File: config.mk
export PLATFORM = sky130hd
export DESIGN_NAME = status_tx
export DESIGN_NICKNAME = d
export VERILOG_FILES = /design/src/rtl/smart_home_pkg.sv /design/src/rtl/bit_timer.sv /design/src/rtl/status_tx.sv
export SDC_FILE = /design/constraint.sdc
export NUM_CORES = 1
export LEC_CHECK = 0
export CORE_MARGIN = 3
export CORE_UTILIZATION = 57
export CTS_BUF_LIST = sky130_fd_sc_hd__clkbuf_2
export CTS_CLUSTER_DIAMETER = 150
export CTS_CLUSTER_SIZE = 28
export DETAILED_ROUTE_END_ITERATION = 16
export PLACE_DENSITY = 0.81
export SLEW_MARGIN = 10
export SYNTH_ARGS = -nofsm -noshare
export SYNTH_HDL_FRONTEND = slang
export SYNTH_HIERARCHICAL = 1
export SYNTH_SLANG_ARGS = --single-unit
export TNS_END_PERCENT = 100
File: constraint.sdc
create_clock -name clk -period 2.93 [get_ports clk]
set_clock_uncertainty 0.2 [all_clocks]
set_input_delay 0.293 -clock clk [delete_from_list [all_inputs] [get_ports clk]]
set_output_delay 0.293 -clock clk [all_outputs]
set_load 0.02 [all_outputs]
File: src/rtl/smart_home_pkg.sv
// Shared constants, state encoding and status word layout for the status transmitter.
package smart_home_pkg;

    localparam int unsigned STATUS_W   = 12;
    localparam int unsigned BIT_CNT_W  = 4;
    localparam int unsigned CYC_CNT_W  = 8;

    // Field offsets and widths inside the status word D
    localparam int unsigned HEAT_OFS   = 0;
    localparam int unsigned COOL_OFS   = 1;
    localparam int unsigned BLINDS_OFS = 2;
    localparam int unsigned COLOUR_OFS = 4;
    localparam int unsigned TEMP_OFS   = 7;
    localparam int unsigned BLINDS_W   = 2;
    localparam int unsigned COLOUR_W   = 3;
    localparam int unsigned TEMP_W     = 5;

    typedef enum logic [2:0] {
        ST_IDLE,
        ST_START,
        ST_DATA,
        ST_PARITY,
        ST_STOP
    } state_t;

    // Even parity over the status word
    function automatic logic even_parity(input logic [STATUS_W-1:0] d);
        return ^d;
    endfunction

endpackage

File: src/rtl/bit_timer.sv
// Per-bit tick generator: pulses tick_c every CLKS_PER_BIT cycles while run is high.
module bit_timer
    import smart_home_pkg::*;
#(
    parameter int unsigned CLKS_PER_BIT = 4
) (
    input  logic clk,
    input  logic rst,
    input  logic restart,
    input  logic run,
    output logic tick_c
);

    localparam logic [CYC_CNT_W-1:0] LAST = CYC_CNT_W'(CLKS_PER_BIT - 1);

    logic [CYC_CNT_W-1:0] cnt_q;
    logic [CYC_CNT_W-1:0] cnt_d;

    assign tick_c = run && (cnt_q == LAST);

    // Cycle counter: cleared on frame acceptance, wraps at the end of each bit
    always_comb begin
        cnt_d = cnt_q;
        if (restart) begin
            cnt_d = '0;
        end else if (run) begin
            cnt_d = tick_c ? '0 : cnt_q + CYC_CNT_W'(1);
        end
    end

    // Counter register
    always_ff @(posedge clk) begin
        if (rst) begin
            cnt_q <= '0;
        end else begin
            cnt_q <= cnt_d;
        end
    end

endmodule

File: src/rtl/status_tx.sv
// Serial status frame transmitter: start, 12 data bits LSB-first, optional parity, stop.
// Optional feature: define STATUS_TX_PARITY_EN to insert an even parity bit after the data.
module status_tx
    import smart_home_pkg::*;
#(
    parameter int unsigned CLKS_PER_BIT = 4
) (
    input  logic       clk,
    input  logic       rst,
    input  logic       heating,
    input  logic       cooling,
    input  logic [1:0] blinds,
    input  logic [2:0] colour,
    input  logic [4:0] temperature,
    input  logic       send_req,
    output logic       ready,
    output logic       tx,
    output logic       done
);

    localparam logic [BIT_CNT_W-1:0] LAST_BIT = BIT_CNT_W'(STATUS_W - 1);

    state_t                state_q, state_d;
    logic [BIT_CNT_W-1:0]  bit_q, bit_d;
    logic [STATUS_W-1:0]   snap_q, snap_d;
    logic                  tx_q, tx_d;
    logic                  ready_q, ready_d;
    logic                  done_q, done_d;
    logic                  accept_c;
    logic                  tick_c;

    bit_timer #(
        .CLKS_PER_BIT (CLKS_PER_BIT)
    ) u_bit_timer (
        .clk     (clk),
        .rst     (rst),
        .restart (accept_c),
        .run     (state_q != ST_IDLE),
        .tick_c  (tick_c)
    );

    // Next-state, next-bit and registered-output logic
    always_comb begin
        state_d  = state_q;
        bit_d    = bit_q;
        snap_d   = snap_q;
        tx_d     = tx_q;
        done_d   = 1'b0;
        accept_c = 1'b0;
        unique case (state_q)
            ST_IDLE: begin
                tx_d = 1'b1;
                if (send_req) begin
                    accept_c = 1'b1;
                    snap_d[HEAT_OFS]                 = heating;
                    snap_d[COOL_OFS]                 = cooling;
                    snap_d[BLINDS_OFS +: BLINDS_W]   = blinds;
                    snap_d[COLOUR_OFS +: COLOUR_W]   = colour;
                    snap_d[TEMP_OFS +: TEMP_W]       = temperature;
                    state_d  = ST_START;
                    bit_d    = '0;
                    tx_d     = 1'b0;
                end
            end
            ST_START: begin
                if (tick_c) begin
                    state_d = ST_DATA;
                    bit_d   = '0;
                    tx_d    = snap_q[0];
                end
            end
            ST_DATA: begin
                if (tick_c) begin
                    if (bit_q == LAST_BIT) begin
                        bit_d = '0;
`ifdef STATUS_TX_PARITY_EN
                        state_d = ST_PARITY;
                        tx_d    = even_parity(snap_q);
`else
                        state_d = ST_STOP;
                        tx_d    = 1'b1;
`endif
                    end else begin
                        bit_d = bit_q + BIT_CNT_W'(1);
                        tx_d  = snap_q[bit_q + BIT_CNT_W'(1)];
                    end
                end
            end
            ST_PARITY: begin
                if (tick_c) begin
                    state_d = ST_STOP;
                    tx_d    = 1'b1;
                end
            end
            ST_STOP: begin
                if (tick_c) begin
                    state_d = ST_IDLE;
                    tx_d    = 1'b1;
                    done_d  = 1'b1;
                end
            end
            default: begin
                state_d = ST_IDLE;
                tx_d    = 1'b1;
            end
        endcase
        ready_d = (state_d == ST_IDLE);
    end

    // State and output registers
    always_ff @(posedge clk) begin
        if (rst) begin
            state_q <= ST_IDLE;
            bit_q   <= '0;
            snap_q  <= '0;
            tx_q    <= 1'b1;
            ready_q <= 1'b1;
            done_q  <= 1'b0;
        end else begin
            state_q <= state_d;
            bit_q   <= bit_d;
            snap_q  <= snap_d;
            tx_q    <= tx_d;
            ready_q <= ready_d;
            done_q  <= done_d;
        end
    end

    assign tx    = tx_q;
    assign ready = ready_q;
    assign done  = done_q;

endmodule

==> flow_metrics.env <==
export IMPL_synth_edf_count=0
export IMPL_drive_gt1_share_pct=7.527
export IMPL_die_w_um=57.07
export IMPL_status="complete, no violations"
export IMPL_r2r_setup_slack_ns=0.41
export IMPL_setup_violations=0
export IMPL_synth_cell_type_count=41
export IMPL_async_flop_share_pct=0
export IMPL_clockBufferDepth=2
export IMPL_dpl_cell_area_um2=1649
export IMPL_vias=1318
export IMPL_cp_arrival_ns=2.58
export IMPL_startpoint_type="flip-flop"
export IMPL_seq_power_share_pct=60.4
export IMPL_yosys_warnings=6
export IMPL_drc_errors=0
export IMPL_drtAntennaViolNets=0
export IMPL_dr_pass1_iters=4
export IMPL_grt_pass1_wl_mm=5.326
export IMPL_grt_pass1_vias=1259
export IMPL_synth_top_area_share_pct=40.40
export IMPL_min_period_ns=2.519
export IMPL_n_fill_cell=197
export IMPL_required_ns=2.99
export IMPL_timing_fmax_ghz=0.3970
export IMPL_syn_nets=186
export IMPL_antenna_found_initial=0
export IMPL_viasPerCell=6.159
export IMPL_rows=17
export IMPL_cp_max_fo=12
export IMPL_path_class="flip-flop to flip-flop"
export IMPL_nets=203
export IMPL_synth_area_leaders="dfxtp_1 40%, a21oi_1 7.4%, nand2_1 6.6%"
export IMPL_core_area_um2=2340
export IMPL_cts_buffers=5
export IMPL_p_per_area_nw_per_um2=427.4
export IMPL_drtIter0Drc=43
export IMPL_diodes=0
export IMPL_maxSlewViolCount=0
export IMPL_r2r_start="state_q[0]"
export IMPL_pin_count=18
export IMPL_avgSynthCellArea_um2=8.795
export IMPL_period_share_pct=85.96
export IMPL_netSwitchingPower_w=0.0001904
export IMPL_grt_max_degree=17
export IMPL_die_h_um=57.07
export IMPL_final_cell_mix="30 x dfxtp_1, 26 x nand2_1, 22 x a21oi_1, 17 x clkdlybuf4s50_1, 9 x nor2_1"
export IMPL_initial_core_util_pct=63.53
export IMPL_hpwl_mm=2.369
export IMPL_hold_path_depth=3
export IMPL_relSlewSlack_pct=72.09
export IMPL_grt_usage_pct=21.29
export IMPL_hold_end="snap_q[11]"
export IMPL_dieArea_um2=3256
export IMPL_tns_ns=0
export IMPL_worstHoldStart="temperature[4]"
export IMPL_ys_ff_latch=30
export IMPL_clk_latency_ns=0.37
export IMPL_synth_flop_cell="dfxtp_1"
export IMPL_p_sw_share_pct=26.46
export IMPL_root_buffer="clkbuf_2"
export IMPL_port_buffers=17
export IMPL_rr_worst_depth=9
export IMPL_syn_area_um2=1486
export IMPL_finish_instance_area_um2=1684
export IMPL_rsz0062_at_grt="no"
export IMPL_gp_congestion=0.7984
export IMPL_cts_clk_slew_worst_paths_ns=0.16
export IMPL_tightest_slew_ns=0.4176
export IMPL_p_leak_nw=0.6167
export IMPL_grt_ovfl_total=0
export IMPL_htreeDepth=2
export IMPL_cts_sinks=30
export IMPL_p_int_w=0.0005294
export IMPL_final_cells=214
export IMPL_ys_seq_area_share_pct=40.40
export IMPL_placed_cells=207
export IMPL_wirelength_mm=3.168
export IMPL_routedWlPerCell_um=14.80
export IMPL_synthCells=169
export IMPL_peakVddDrop_mv=0.3370
export IMPL_ctsHoldBuffers=0
export IMPL_power_frac_clock_pct=27.5
export IMPL_maxCapViolCount=0
export IMPL_hold_path_class="input pin to flip-flop"
export IMPL_power_frac_comb_pct=12.1
export IMPL_synth_area_leader_cell="dfxtp_1"
export IMPL_post_route_util_pct=71.98
export IMPL_hold_viol_final=0
export IMPL_cts_tree="done"
export IMPL_worstSetupEndpointType="flip-flop"
export IMPL_layout_commonest_cell="dfxtp_1"
export IMPL_area_delta_synth_final_pct=13.30
export IMPL_r2r_end="bit_q[2]"
worst max-delay path, cell delays in order (launching register included):
cell	delay, ns
dfxtp_1	0.55
nor3_1	0.12
inv_1	0.22
nand2_1	0.21
nor4_1	0.22
buf_4	0.18
mux2i_1	0.11
o21a_1	0.24
o31ai_1	0.26
a21oi_1	0.09
worst max-delay path by stage:
stage / slack (ns) / start / depth (start not counted) / to
after CTS: 0.31 / state_q[2] / 9 / bit_q[1]
after detailed placement: 0.36 / state_q[2] / 9 / bit_q[1]
after global routing: 0.15 / state_q[0] / 9 / bit_q[1]
final: 0.41 / state_q[0] / 9 / bit_q[2]
after floorplan: 0.48 / u_bit_timer/cnt_q[4] / 6 / bit_q[3]
after global placement: 0.55 / state_q[0] / 9 / bit_q[3]
power by group through the flow:
| stage | Sequential, W | Clock, W | Combinational [W] |
|---|---|---|---|
| 4_1_cts | 0.000435 | 0.000202 | 0.0000869 |
| 2_1_floorplan | 0.000441 | 0 | 0.0000539 |
| 3_3_place_gp | 0.000442 | 0 | 0.0000837 |
| 3_5_place_dp | 0.000444 | 0 | 0.0000862 |
| 5_1_grt | 0.000437 | 0.000221 | 0.0000949 |
| 6_report | 0.000435 | 0.000198 | 0.0000868 |
cell usage after synthesis, types with 2 or more instances:
cell type,n
a211oi_1,2
a21oi_1,22
buf_2,3
buf_6,3
clkbuf_1,3
dfxtp_1,30
ha_1,2
inv_1,4
mux2i_1,3
mux4_1,3
nand2_1,26
nand3_1,5
nand3b_1,2
nand4_1,6
nand4b_1,2
nor2_1,9
nor2b_1,2
nor3_1,5
nor3b_1,2
o21ai_0,8
o31ai_1,2
or3_1,3
xor2_1,4
area by class of cell:
cell class / count / area (µm²) / share of cell area [%]
Multi-Input combinational cell: 125 / 805.8 / 47.85
Sequential cell: 30 / 600.6 / 35.66
Timing Repair Buffer: 20 / 192.7 / 11.44
Clock buffer: 7 / 35.03 / 2.080
Tap cell: 28 / 35.03 / 2.080
Inverter: 4 / 15.01 / 0.8915
per-layer routing:
layer / track usage, % / share of wire, % / vias to the layer above
met5: 0 / 0 / -
met4: 14.24 / 3.8 / 0
met3: 6.109 / 7.8 / 13
met2: 33.93 / 46 / 70
met1: 24.72 / 42 / 588
li1: - / - / 647
per-stage QoR:
step / total power (W) / hold WS (ns) / setup slack [ns]
5_1_grt: 0.0007532 / 0.2233 / 0.1495
2_1_floorplan: 0.0004949 / 0.1698 / 0.4795
4_1_cts: 0.0007236 / 0.2460 / 0.3137
6_report: 0.0007198 / 0.2618 / 0.4113
3_5_place_dp: 0.0005297 / 0.2453 / 0.3599
3_3_place_gp: 0.0005256 / 0.2397 / 0.5483
kinds of logic after synthesis:
| kind of cell | after synthesis | share of synthesized area (%) |
|---|---|---|
| compound gates | 43 | 18.44 |
| flops | 30 | 40.40 |
| simple gates | 69 | 23.82 |
| fa+ha+maj | 2 | 1.683 |
| buf+inv | 14 | 5.386 |
| xor+xnor | 5 | 2.946 |
| mux | 6 | 7.324 |
registers in the layout, indices dropped and copies added (netlist names):
| register | cells |
|---|---|
| u_bit_timer/cnt_q | 8 |
| ready | 1 |
| state_q | 3 |
| done | 1 |
| snap_q | 12 |
| bit_q | 4 |
| tx | 1 |
repair_timing:
action                     in CTS  in global routing
setup endpoints to repair       0                  1
hold endpoints to repair        0                  0
gates resized for setup         0                  1
buffers inserted                0                  0
No activity file was read; power rests on OpenSTA's default activity.
